--- src/rtl/wb_resolve_unit.sv ---
// rtl/wb_resolve_unit.sv - lc3b writeback/resolve stage with CC register, branch redirect and squash FSM (optional WB_PERF_CNT_EN counters)
module wb_resolve_unit #(
   parameter int WIDTH       = 16,
   parameter int REGW        = 3,
   parameter int NUM_SRC     = 4,
   parameter int SELW        = 2,
   parameter int FLUSH_DEPTH = 3,
   parameter int CNTW        = 16
) (
   input  logic                     clk,
   input  logic                     reset,
   input  logic                     valid_in,
   input  logic                     stall,
   input  logic [SELW-1:0]          src_sel,
   input  logic [NUM_SRC*WIDTH-1:0] src_data,
   input  logic [REGW-1:0]          dr_in,
   input  logic                     load_regfile_in,
   input  logic                     load_cc_in,
   input  logic                     is_br,
   input  logic                     is_jmp,
   input  logic [2:0]               nzp,
   input  logic [WIDTH-1:0]         br_target,
   output logic [WIDTH-1:0]         wbdata,
   output logic [REGW-1:0]          wbdr,
   output logic                     load_regfile,
   output logic [2:0]               cc_out,
   output logic                     redirect,
   output logic [WIDTH-1:0]         redirect_pc,
   output logic                     flush,
   output logic                     flush_busy,
   output logic [CNTW-1:0]          retired_cnt,
   output logic [CNTW-1:0]          taken_cnt
);

   localparam int CW = (FLUSH_DEPTH > 1) ? $clog2(FLUSH_DEPTH) : 1;

   typedef enum logic {RUN = 1'b0, SQUASH = 1'b1} state_t;

   state_t        state_q, state_d;
   logic [CW-1:0] cnt_q, cnt_d;
   logic [2:0]    cc_q;
   logic          act;
   logic          taken;
   logic          in_squash;

   // {n,z,p} from a writeback value; exactly one bit is ever set
   function automatic logic [2:0] gencc(input logic [WIDTH-1:0] d);
      if (d[WIDTH-1])      return 3'b100;
      else if (d == '0)    return 3'b010;
      else                 return 3'b001;
   endfunction

   // Source mux; selects beyond NUM_SRC read as zero
   always_comb begin
      wbdata = '0;
      for (int k = 0; k < NUM_SRC; k++) begin
         if (src_sel == SELW'(k)) wbdata = src_data[k*WIDTH +: WIDTH];
      end
   end

   assign wbdr        = dr_in;
   assign redirect_pc = br_target;
   assign cc_out      = cc_q;

   // A packet only acts in RUN, unstalled and out of reset; taken uses the CC before this packet's update
   assign in_squash = (state_q == SQUASH) & ~reset;
   assign act       = valid_in & ~stall & (state_q == RUN) & ~reset;
   assign taken     = is_jmp | (is_br & |(nzp & cc_q));

   // FSM state register
   always_ff @(posedge clk) begin
      if (reset) begin
         state_q <= RUN;
         cnt_q   <= '0;
      end else begin
         state_q <= state_d;
         cnt_q   <= cnt_d;
      end
   end

   // FSM next state: a redirect opens a window of FLUSH_DEPTH unstalled squash cycles
   always_comb begin
      state_d = state_q;
      cnt_d   = cnt_q;
      case (state_q)
         RUN: begin
            if (act & taken) begin
               state_d = SQUASH;
               cnt_d   = CW'(FLUSH_DEPTH - 1);
            end
         end
         SQUASH: begin
            if (!stall) begin
               if (cnt_q == '0) state_d = RUN;
               else             cnt_d   = cnt_q - CW'(1);
            end
         end
         default: state_d = RUN;
      endcase
   end

   // FSM outputs
   always_comb begin
      redirect     = act & taken;
      load_regfile = act & load_regfile_in;
      flush_busy   = in_squash;
      flush        = (act & taken) | in_squash;
   end

   // Architectural condition codes
   always_ff @(posedge clk) begin
      if (reset)                  cc_q <= 3'b010;
      else if (act & load_cc_in)  cc_q <= gencc(wbdata);
   end

`ifdef WB_PERF_CNT_EN
   logic [CNTW-1:0] retired_q, taken_q;

   // Retire/redirect counters, wrapping modulo 2**CNTW
   always_ff @(posedge clk) begin
      if (reset) begin
         retired_q <= '0;
         taken_q   <= '0;
      end else begin
         if (act)         retired_q <= retired_q + CNTW'(1);
         if (act & taken) taken_q   <= taken_q + CNTW'(1);
      end
   end

   assign retired_cnt = retired_q;
   assign taken_cnt   = taken_q;
`else
   assign retired_cnt = '0;
   assign taken_cnt   = '0;
`endif

endmodule

--- config.mk ---
export PLATFORM = sky130hd
export DESIGN_NAME = wb_resolve_unit
export DESIGN_NICKNAME = d
export VERILOG_FILES = /design/src/rtl/wb_resolve_unit.sv
export SDC_FILE = /design/constraint.sdc
export NUM_CORES = 1
export LEC_CHECK = 0
export BUFFER_PORTS_ARGS = -buffer_cell sky130_fd_sc_hd__buf_2
export CORE_MARGIN = 8
export CORE_UTILIZATION = 28
export DETAILED_ROUTE_END_ITERATION = 10
export PLACE_DENSITY = 0.81
export SYNTH_ARGS = -nofsm -noshare
export SYNTH_HDL_FRONTEND = slang
export SYNTH_SLANG_ARGS = --single-unit
--- constraint.sdc ---
create_clock -name clk -period 1.54 [get_ports clk]
set_input_delay 0.077 -clock clk [delete_from_list [all_inputs] [get_ports clk]]
set_output_delay 0.077 -clock clk [all_outputs]
set_load 0.01 [all_outputs]
==> results of run 1 <==
[layer usage]
| layer | routed length (um) | GRT usage, % |
|---|---|---|
| met2 | 2016 | 19.01 |
| met1 | 1326 | 10.68 |
| met5 | 0 | 0 |
| met4 | 29 | 0.5357 |
| met3 | 587 | 6.291 |
[sequential cells by signal (all words and copies together), names as in the netlist]
name / cells
cnt_q: 2
cc_out: 3
state_q: 1
[through the flow]
step | instances | setup WS [ns] | hold WS [ns] | instance area [um2]
finish | 259 | 0.05493 | 0.1226 | 1618
global route | 259 | -0.003036 | 0.1361 | 1618
CTS | 257 | 0.02215 | 0.1213 | 1585
detailed placement | 254 | -0.3451 | 0.1541 | 1528
global placement | 254 | -0.3242 | 0.1541 | 1528
floorplan | 150 | -0.03110 | 0.2245 | 1314
[layout make-up]
| class | instances | area, um2 | share of cell area (%) |
|---|---|---|---|
| timing repair buffer | 112 | 624.3 | 38.59 |
| tap | 50 | 62.56 | 3.867 |
| inverter | 6 | 22.52 | 1.392 |
| multi-input combinational | 82 | 747.0 | 46.17 |
| sequential | 6 | 120.1 | 7.425 |
| clock buffer | 3 | 41.29 | 2.552 |
[worst paths after layout]
kind / startpoint / end / slack, ns / cells past startpoint
setup / recovery: src_sel[0] / cc_out[0] / 0.05 / 7
hold / removal: load_cc_in / cc_out[2] / 0.12 / 3
setup reg to reg: cc_out[0] / cnt_q[0] / 0.24 / 4
hold reg to reg: cc_out[2] / cc_out[2] / 0.48 / 2
[power breakdown]
group / internal, W / switching (W) / total (W)
sequential: 0.000163 / 0.00000494 / 0.000168
combinational: 0.000218 / 0.000186 / 0.000404
clock: 0.000167 / 0.0000592 / 0.000226
[cells in the mapped netlist, types with 2 or more instances]
master and count:
sky130_fd_sc_hd__dfxtp_1 6, sky130_fd_sc_hd__a21oi_1 4, sky130_fd_sc_hd__o31ai_1 2, sky130_fd_sc_hd__nor2_1 2, sky130_fd_sc_hd__nor4_1 3, sky130_fd_sc_hd__mux4_1 8
sky130_fd_sc_hd__inv_1 6, sky130_fd_sc_hd__mux4_2 8, sky130_fd_sc_hd__and2_1 2, sky130_fd_sc_hd__nand2_1 5, sky130_fd_sc_hd__o21ai_0 2, sky130_fd_sc_hd__buf_4 52
[logic make-up after synthesis]
family          count (synthesis)  share of synthesized area (%)
simple gates                   19                          9.549
other cells                     1                         0.3145
flops                           6                          10.07
buf+inv                        62                          37.98
compound gates                 14                          8.290
fa+ha+maj                       1                          1.049
mux                            16                          32.74
[placed cells by master (no fill, tap or decap), drive strengths merged, types with 2 or more instances in the layout]
cell    Yosys  routed
o21ai       2       2
nor4        4       4
conb        1      32
o31ai       2       2
buf        55     112
dfxtp       6       6
nor2        2       2
mux4       16      16
nand2       5       5
a21oi       4       4
inv         6       6
clkbuf      1       3
and2        2       2
[repair_timing]
| action | CTS | global route |
|---|---|---|
| endpoints found under the setup margin | 2 | 5 |
| cloned | 0 | 0 |
| setup buffers | 0 | 2 |
| pin swaps | 1 | 3 |
| gates resized for setup | 4 | 3 |
[worst min-delay path: stages]
cell	delay, ns
sky130_fd_sc_hd__buf_2	0.10
sky130_fd_sc_hd__nand3_1	0.05
sky130_fd_sc_hd__a21oi_1	0.05
==> impl_summary.log, run 1 <==
INFO  metric clk_pin_slew_worst_paths = 0.04 ns
INFO  metric fin_worst_skew = 0.0005298 ns
INFO  metric globalRouteOverflowTotal = 0
INFO  metric die_w = 81.26 um
INFO  metric drt_drc_violations_left = 0
INFO  metric cp-start-kind = input pin
INFO  metric final_core_utilization = 39.87%
INFO  metric final.min_clock_period = 1.485 ns
INFO  metric placementRows = 23
INFO  metric routedWlPerCell = 15.29 um
INFO  metric synth_area = 1192 um2
INFO  metric n_fill_cell = 418
INFO  metric path_max_fanout = 8
INFO  metric cts_root_buf = sky130_fd_sc_hd__clkbuf_8
INFO  metric hold_violations_final = 0
INFO  metric setup_total_negative_slack = 0 ns
INFO  metric wire_length_of_the_first_global_routing_pass = 5.671 mm
INFO  metric cellPowerDensity = 493.5 nW/um2
INFO  metric number_of_instances_in_the_synthesized_netlist = 119
INFO  metric max_stage_delay = 0.51 ns
INFO  metric core_area = 4058 um2
INFO  metric ys_async_sr_fraction = 0%
INFO  metric numPortBuffers = 99
INFO  metric vias = 1145
INFO  metric outcome = completed
INFO  metric holdCritPathClass = in -> reg
INFO  metric route.final.wire_length = 3.960 mm
INFO  metric area_delta_synth_final = 35.68%
INFO  metric yosysWarningCount = 0
INFO  metric required_time_at_the_worst_slack_endpoint = 1.64 ns
INFO  metric static-leakage-power = 0.8765 nW
INFO  metric critical_path.cell_chain = buf_12 -> buf_6 -> buf_4 -> mux4_2 -> nor4_2 -> nand4_1 -> a32o_1
INFO  metric ys_types = 31
INFO  metric worst_path_dominant_cell_family = multiplexers
INFO  metric synth_seq_area_share = 10.07%
INFO  metric postSynth.topFlopCell = sky130_fd_sc_hd__dfxtp_1
INFO  metric synth.top_cells.by_area = sky130_fd_sc_hd__buf_4 33%, sky130_fd_sc_hd__mux4_1 18%, sky130_fd_sc_hd__mux4_2 15%
INFO  metric crit_slowest_cell = sky130_fd_sc_hd__mux4_2
INFO  metric ctsHtreeMaxLevel = 1
INFO  metric die-area = 6602 um2
INFO  metric grtUsageTotal = 10.53%
INFO  metric final_max_slew_viol_count = 0
INFO  metric yosys_register_bits = 6
INFO  metric dr.first_iter.drc_count = 32
INFO  metric cp.buffers_inverters = 3
INFO  metric peak_supply_drop = 264.5 uV
INFO  metric dp_hpwl = 3.743 mm
INFO  metric number_of_antenna_diodes = 0
INFO  metric setup_violations = 0
INFO  metric start_util = 29.39%
INFO  metric floorplan.die.height = 81.26 um
INFO  metric fmax = 673.4 MHz
INFO  metric final_period_utilization = 96.43%
INFO  metric maxCapViolations = 0
INFO  metric power_total = 0.0007984 W
INFO  metric first_global_vias = 1205
INFO  metric route.antenna.remaining_nets = 0
INFO  metric worstSetupPathType = in -> reg
INFO  metric data_arrival_at_the_endpoint_of_the_critical_path = 1.59 ns
INFO  metric clock_sinks = 6
INFO  metric post_route_cells_drive_above_1_share = 60.77%
INFO  metric grt_start_max_net_pins = 17
INFO  metric first_pass_iters = 4
INFO  metric cts_made_buffers = 3
INFO  metric synth_enable_flop_cells = 0
INFO  metric boundaryPins = 170
INFO  metric crit_path_end_kind = flop
INFO  metric post-synth-top-area-cell = sky130_fd_sc_hd__buf_4
INFO  metric detail_route.vias_per_cell = 4.421
INFO  metric clock_latency = 0.21 ns
INFO  metric clock_path_buffers = 2
INFO  metric layout.nets = 308
INFO  metric routabilityCongestion = 0.7630
INFO  metric netlist.area_leader.share = 32.74%
INFO  metric post_synth.cell_area_avg = 10.02 um2
INFO  metric holdBufCountCts = 0
INFO  metric cts_tree = built
INFO  metric antenna_violations_before_repair = 0
Note: power is estimated with default switching activity, not from simulation.
==> run 2: changes to the inputs <==
Settings changed: ABC_AREA set to 1, CORE_UTILIZATION 28 to 30.
==> run 2 against run 1 <==
Non-clock buffer count down 9. Sequential power about the same. Combinational power up 1%. Setup slack better by 0.15 ns. Clock skew about the same. Largest cell class unchanged. Clock power up 5%. Final cell count up 30%. Register-to-register slack worse by 0.03 ns. Fmax up 11%. Critical path type is now reg -> reg.
==> impl_summary.log, run 2 <==
INFO  metric outcome = completed
INFO  metric finalHoldWorstSlack = 0.1243 ns (+0.001623 ns)
INFO  metric holdCritPathClass = in -> reg
INFO  metric route.final.wire_length = 4.721 mm (+19%)
INFO  metric cts_made_buffers = 3 (unchanged)
INFO  metric combinationalPowerShare = 50.4% (-0.3 points)
INFO  metric placementRows = 24 (+4.3%)
INFO  metric ctsHtreeMaxLevel = 1 (unchanged)
INFO  metric postSynth.topFlopCell = sky130_fd_sc_hd__dfxtp_1
INFO  metric clock_latency = 0.22 ns (about the same)
INFO  metric boundaryPins = 170 (unchanged)
INFO  metric route.antenna.remaining_nets = 0 (unchanged)
INFO  metric first_pass_iters = 4 (unchanged)
INFO  metric vias = 1558 (+36%)
INFO  metric cts_root_buf = sky130_fd_sc_hd__clkbuf_8
INFO  metric most_common_library_cell_in_the_layout_ignoring_fill_and_taps = sky130_fd_sc_hd__buf_2
INFO  metric grtUsageTotal = 13.11% (+2.6 points)
INFO  metric path_max_fanout = 5 (-3)
INFO  metric static-leakage-power = 0.8581 nW (-2.1%)
INFO  metric fmax = 750.4 MHz (+11%)
INFO  metric numPortBuffers = 99 (unchanged)
INFO  metric power.sequential.fraction = 20.3% (-0.7 points)
INFO  metric clock_path_buffers = 2 (unchanged)
INFO  metric globalRouteOverflowTotal = 0 (unchanged)
INFO  metric maxCapViolations = 0 (unchanged)
INFO  metric final_core_utilization = 37.24% (-2.6 points)
INFO  metric area_delta_synth_final = 19.78%
INFO  metric crit_slowest_cell = sky130_fd_sc_hd__dfxtp_1
INFO  metric power_frac_clock = 29.3% (+0.9 points)
INFO  metric synth.top_cells.by_area = sky130_fd_sc_hd__buf_4 30%, sky130_fd_sc_hd__nand3_1 14%, sky130_fd_sc_hd__nand2_1 12%
INFO  metric cts_tree = built
INFO  metric netlist.area_leader.share = 29.94% (-2.8 points)
INFO  metric worstSetupPathType = reg -> reg
INFO  metric ys_async_sr_fraction = 0% (unchanged)
INFO  metric required_time_at_the_worst_slack_endpoint = 1.68 ns (+0.04 ns)
INFO  metric floorplan.die.height = 83.18 um (+2.4%)
INFO  metric ys_types = 24 (-23%)
INFO  metric die_w = 83.18 um (+2.4%)
INFO  metric hold_violations_final = 0 (unchanged)
INFO  metric p_sw_share = 38.44% (+7.1 points)
INFO  metric dp_slack = 0.09923 ns (+0.4444 ns)
INFO  metric routedWlPerCell = 14.05 um (-8.1%)
INFO  metric final_non_filler_cells = 336 (+30%)
INFO  metric synth_enable_flop_cells = 0 (unchanged)
INFO  metric post_cts_resized = 0 (-4)
INFO  metric final.min_clock_period = 1.333 ns (-0.1524 ns)
INFO  metric dp_hpwl = 4.175 mm (+12%)
INFO  metric critical_path.cell_chain = inv_1 -> nand3b_1 -> nor2_1 -> nand2_1 -> o21ai_0 -> nand2_1 -> a211oi_1
INFO  metric fin_worst_skew = 0.0001797 ns (-0.0003500 ns)
INFO  metric die-area = 6918 um2 (+4.8%)
INFO  metric routabilityCongestion = 0.8124 (+6.5%)
INFO  metric detail_route.vias_per_cell = 4.637 (+4.9%)
INFO  metric unrepaired_setup_endpoints_after_global_routing = no
INFO  metric first_global_vias = 1666 (+38%)
INFO  metric start_util = 31.09% (+1.7 points)
INFO  metric holdBufCountCts = 0 (unchanged)
INFO  metric cellPowerDensity = 499.8 nW/um2 (+1.3%)
INFO  metric switchingPower = 0.0003115 W (+24%)
INFO  metric synth_seq_area_share = 8.872% (-1.2 points)
INFO  metric dr.first_iter.drc_count = 61 (+91%)
INFO  metric post_route_cells_drive_above_1_share = 42.96% (-18 points)
INFO  metric yosysMostFrequentCell = sky130_fd_sc_hd__buf_4
INFO  metric data_arrival_at_the_endpoint_of_the_critical_path = 1.47 ns (-0.12 ns)
INFO  metric postCtsSetupBuffers = 0 (unchanged)
INFO  metric grt_start_max_net_pins = 24 (+7)
INFO  metric number_of_antenna_diodes = 0 (unchanged)
INFO  metric post_synth.cell_area_avg = 6.478 um2 (-35%)
INFO  metric yosys_register_bits = 6 (unchanged)
INFO  metric post-synth-top-area-cell = sky130_fd_sc_hd__buf_4
INFO  metric drt_drc_violations_left = 0 (unchanged)
INFO  metric yosysWarningCount = 0 (unchanged)
INFO  metric setup_violations = 0 (unchanged)
INFO  metric core_area = 4354 um2 (+7.3%)
INFO  metric final_max_slew_viol_count = 0 (unchanged)
INFO  metric placed_cells = 333 (+31%)
INFO  metric layout.nets = 383 (+24%)
INFO  metric crit_path_end_kind = flop
INFO  metric yosys-top-cells-count = 54 x sky130_fd_sc_hd__buf_4, 44 x sky130_fd_sc_hd__nand2_1, 38 x sky130_fd_sc_hd__nand3_1
INFO  metric synth_area = 1354 um2 (+14%)
INFO  metric p_int = 0.0004989 W (-9.0%)
INFO  metric path_common_cell = sky130_fd_sc_hd__nand2_1
INFO  metric clock_sinks = 6 (unchanged)
INFO  metric layout_setup_ws = 0.2074 ns (+0.1524 ns)
INFO  metric peak_supply_drop = 277.3 uV (+4.8%)
INFO  metric setup_total_negative_slack = 0 ns (unchanged)
INFO  metric max_stage_delay = 0.33 ns (-0.18 ns)
INFO  metric cp-start-kind = flop
INFO  metric final_period_utilization = 86.53% (-9.9 points)
INFO  metric wire_length_of_the_first_global_routing_pass = 7.810 mm (+38%)
INFO  metric number_of_instances_in_the_synthesized_netlist = 209 (+76%)
INFO  metric layout.cells.most_common_list = 99 x sky130_fd_sc_hd__buf_2, 44 x sky130_fd_sc_hd__nand2_1, 38 x sky130_fd_sc_hd__nand3_1
INFO  metric clk_pin_slew_worst_paths = 0.04 ns (about the same)
INFO  metric antenna_violations_before_repair = 0 (unchanged)
INFO  metric largest_register_ff_count = 3 (unchanged)
-- run 2: changes by cell type after synthesis, moves of 5 or more --
| cell | before | now |
|---|---|---|
| sky130_fd_sc_hd__buf_6 | 1 | 6 |
| sky130_fd_sc_hd__mux4_1 | 8 | 0 |
| sky130_fd_sc_hd__mux4_2 | 8 | 0 |
| sky130_fd_sc_hd__nand2_1 | 5 | 44 |
| sky130_fd_sc_hd__nand3_1 | 1 | 38 |
| sky130_fd_sc_hd__nand4_1 | 1 | 12 |
| sky130_fd_sc_hd__nand4_2 | 0 | 5 |
| sky130_fd_sc_hd__nor2_1 | 2 | 13 |
-- run 2: worst paths after layout --
kind              cells past startpoint       end     start  slack, ns
setup / recovery                      7  cnt_q[1]   state_q       0.21
setup reg to reg                      7  cnt_q[1]   state_q       0.21
hold / removal                        3   state_q     stall       0.12
hold reg to reg                       2  cnt_q[1]  cnt_q[1]       0.46
-- run 2: critical path, delay by kind of cell (launching register included) --
kind / cells / cell delay, ns
AOI/OAI and AO/OA: 2 / 0.34
and+or+nand+nor: 4 / 0.47
buffers and inverters: 1 / 0.11
DFF: 1 / 0.33
-- run 2: metrics by stage --
stage | power [W] | cell area [um2]
global placement | 0.0005742 | 1580
detailed placement | 0.0005765 | 1580
floorplan | 0.0005177 | 1470
finish | 0.0008105 | 1622
CTS | 0.0008178 | 1622
global route | 0.0008794 | 1622
-- run 2: kinds of logic (layout without fill, tap and decap cells) --
family / count (synthesis) / after routing / synth area share, %
simple gates: 122 / 122 / 47.32
buf+inv: 71 / 115 / 39.28
compound gates: 8 / 8 / 3.327
flops: 6 / 6 / 8.873
fa+ha+maj: 1 / 1 / 0.9241
other cells: 1 / 32 / 0.2770
-- run 2: final cells by class --
cell class | instances | area, um2
Fill cell | 504 | 2733
Multi-Input combinational cell | 163 | 818.3
Timing Repair Buffer | 103 | 538.0
Sequential cell | 6 | 120.1
Tap cell | 52 | 65.06
Clock buffer | 3 | 41.29
Inverter | 9 | 38.79
-- run 2: per-layer routing --
metal | vias to the layer above | routed length (um) | part of all wire, % | GRT usage [%]
li1 | 770 | - | - | -
met1 | 677 | 1906 | 40 | 14.48
met2 | 101 | 2212 | 47 | 21.36
met3 | 10 | 511 | 11 | 6.055
met4 | 0 | 91 | 1.9 | 4.952
met5 | - | 0 | 0 | 0
-- run 2: power by group through the flow --
stage	Combinational (W)	Clock, W	Sequential [W]
after floorplan	0.000350	0	0.000167
after global placement	0.000407	0	0.000167
after detailed placement	0.000409	0	0.000167
after CTS	0.000411	0.000242	0.000165
after global routing	0.000460	0.000254	0.000165
final	0.000408	0.000237	0.000165
==> run 3: changes to the inputs <==
Settings changed: ABC_AREA 1 to unset, BUFFER_PORTS_ARGS -buffer_cell sky130_fd_sc_hd__buf_2 to -buffer_cell sky130_fd_sc_hd__buf_4, CORE_UTILIZATION 30 to 28.
==> run 3 against run 2 <==
Critical path depth shrank 1. First-iteration DRC count shrank 51%. Via count shrank 23%. Critical endpoint is now cc_out[0]. Sequential power is essentially flat. Total power grew 13%.
==> impl_summary.log, run 3 (same netlist as run 1, synthesis figures left out) <==
INFO  metric setup_total_negative_slack = 0 ns (unchanged)
INFO  metric clk_pin_slew_worst_paths = 0.03 ns (about the same)
INFO  metric start_util = 29.39% (-1.7 points)
INFO  metric number_of_antenna_diodes = 0 (unchanged)
INFO  metric boundaryPins = 170 (unchanged)
INFO  metric route.final.wire_length = 4.315 mm (-8.6%)
INFO  metric post_route_cells_drive_above_1_share = 62.33% (+19 points)
INFO  metric worstSetupPathType = in -> reg
INFO  metric power.sequential.fraction = 18.4% (-1.9 points)
INFO  metric grt_start_max_net_pins = 17 (-29%)
INFO  metric cellPowerDensity = 478.0 nW/um2 (-4.4%)
INFO  metric cts_made_buffers = 3 (unchanged)
INFO  metric grtUsageTotal = 12.10% (-1.0 points)
INFO  metric wire_length_of_the_first_global_routing_pass = 6.410 mm (-18%)
INFO  metric final_non_filler_cells = 265 (-21%)
INFO  metric route.antenna.remaining_nets = 0 (unchanged)
INFO  metric first_pass_iters = 4 (unchanged)
INFO  metric combinationalPowerShare = 56.5% (+6.1 points)
INFO  metric switchingPower = 0.0002692 W (-14%)
INFO  metric clock_path_buffers = 2 (unchanged)
INFO  metric routedWlPerCell = 16.28 um (+16%)
INFO  metric most_common_library_cell_in_the_layout_ignoring_fill_and_taps = sky130_fd_sc_hd__buf_4
INFO  metric dp_slack = -0.3249 ns (-0.4242 ns)
INFO  metric detail_route.vias_per_cell = 4.498 (-3.0%)
INFO  metric floorplan.die.height = 81.26 um (-2.3%)
INFO  metric vias = 1192 (-23%)
INFO  metric peak_supply_drop = 193.2 uV (-30%)
INFO  metric worst_hold_path.endpoint = cc_out[2]
INFO  metric layout_setup_ws = 0.08817 ns (-0.1192 ns)
INFO  metric layout.cells.most_common_list = 116 x sky130_fd_sc_hd__buf_4, 32 x sky130_fd_sc_hd__conb_1, 9 x sky130_fd_sc_hd__mux4_2
INFO  metric antenna_violations_before_repair = 0 (unchanged)
INFO  metric final_period_utilization = 94.27% (+7.7 points)
INFO  metric final.min_clock_period = 1.452 ns (+0.1192 ns)
INFO  metric hold_depth = 2 (-1)
INFO  metric largest_register_ff_count = 3 (unchanged)
INFO  metric p_int = 0.0006441 W (+29%)
INFO  metric numPortBuffers = 99 (unchanged)
INFO  metric power_frac_clock = 25.1% (-4.2 points)
INFO  metric dr.first_iter.drc_count = 30 (-51%)
INFO  metric final_max_slew_viol_count = 0 (unchanged)
INFO  metric outcome = completed
INFO  metric dp_hpwl = 4.014 mm (-3.8%)
INFO  metric layout.nets = 314 (-18%)
INFO  metric placementRows = 23 (-4.2%)
INFO  metric placed_cells = 262 (-21%)
INFO  metric ctsHtreeMaxLevel = 1 (unchanged)
INFO  metric crit_path_end_kind = flop
INFO  metric cts_root_buf = sky130_fd_sc_hd__clkbuf_8
INFO  metric cts_tree = built
INFO  metric cp-start-kind = input pin
INFO  metric static-leakage-power = 0.9834 nW (+15%)
INFO  metric finalHoldWorstSlack = 0.1116 ns (-0.01263 ns)
INFO  metric globalRouteOverflowTotal = 0 (unchanged)
INFO  metric data_arrival_at_the_endpoint_of_the_critical_path = 1.56 ns (+0.09 ns)
INFO  metric core_area = 4058 um2 (-6.8%)
INFO  metric maxCapViolations = 0 (unchanged)
INFO  metric routabilityCongestion = 0.7835 (-3.6%)
INFO  metric clock_sinks = 6 (unchanged)
INFO  metric path_max_fanout = 10 (+5)
INFO  metric required_time_at_the_worst_slack_endpoint = 1.65 ns (-0.03 ns)
INFO  metric clock_latency = 0.22 ns (about the same)
INFO  metric p_sw_share = 29.48% (-9.0 points)
INFO  metric number_of_cells_traversed_by_the_worst_register_to_register_path = 4 (-3)
INFO  metric worst-r2r-setup-slack = 0.19 ns (-0.02 ns)
INFO  metric drt_drc_violations_left = 0 (unchanged)
INFO  metric setup_violations = 0 (unchanged)
INFO  metric fin_worst_skew = 0.002241 ns (+0.002061 ns)
INFO  metric worstReg2RegEnd = cnt_q[0]
INFO  metric area_delta_synth_final = 60.23%
INFO  metric start_point_of_the_worst_hold_path = reset
INFO  metric first_global_vias = 1370 (-18%)
INFO  metric critical_path.reg2reg.startpoint = cc_out[0]
INFO  metric die-area = 6602 um2 (-4.6%)
INFO  metric hold_violations_final = 0 (unchanged)
INFO  metric fmax = 688.8 MHz (-8.2%)
INFO  metric holdCritPathClass = in -> reg
INFO  metric die_w = 81.26 um (-2.3%)
run 3: repair_timing:
| action | 4_1_cts | 5_1_grt |
|---|---|---|
| hold buffers | 0 | 0 |
| pin swaps | 1 | 1 |
| gates resized for setup | 2 | 3 |
| setup endpoints to repair | 2 | 3 |
| endpoints found under the hold margin | 0 | 0 |
| setup buffers | 0 | 0 |
run 3: power groups by stage:
stage,combinational [W],clock [W],sequential [W]
after detailed placement,0.000506,0,0.000170
after CTS,0.000511,0.000238,0.000167
after global placement,0.000499,0,0.000169
final,0.000516,0.000229,0.000168
after global routing,0.000556,0.000251,0.000169
after floorplan,0.000320,0,0.000170
run 3: worst max path at each step:
stage | from | endpoint | slack (ns) | depth (start not counted)
2_1_floorplan | src_sel[0] | cc_out[0] | -0.03 | 6
3_3_place_gp | src_sel[0] | cc_out[0] | -0.26 | 6
3_5_place_dp | src_sel[0] | cc_out[0] | -0.32 | 6
4_1_cts | src_sel[0] | cc_out[0] | 0.01 | 6
5_1_grt | state_q | redirect | -0.005 | 5
6_report | src_sel[0] | cc_out[0] | 0.09 | 6
run 3: area by class of cell:
cell class / instances / area [um2]
Clock buffer: 3 / 41.29
Sequential cell: 6 / 120.1
Inverter: 6 / 22.52
Fill cell: 389 / 2147
Tap cell: 50 / 62.56
Timing Repair Buffer: 118 / 902.1
Multi-Input combinational cell: 82 / 762.0
run 3: layer usage:
metal / wire length (um) / track usage, % / share of wire, %
met1: 1278 / 11.65 / 30
met2: 2227 / 20.53 / 52
met3: 796 / 9.603 / 18
met4: 12 / 1.429 / 0.28
met5: 0 / 0 / 0
run 3: critical path: stages:
cell and delay (ns):
sky130_fd_sc_hd__buf_6 0.13, sky130_fd_sc_hd__buf_12 0.13, sky130_fd_sc_hd__mux4_2 0.54, sky130_fd_sc_hd__nor4_4 0.29
sky130_fd_sc_hd__nand4_1 0.15, sky130_fd_sc_hd__a32o_1 0.23
run 3: stage by stage:
step                      area (um2)  utilization (%)   power, W
after floorplan                 1314                -  0.0004896
final                           1911            47.09  0.0009132
after detailed placement        1836            45.24  0.0006757
after global placement          1836            45.24  0.0006679
after global routing            1911            47.09  0.0009762
after CTS                       1889            46.56  0.0009169
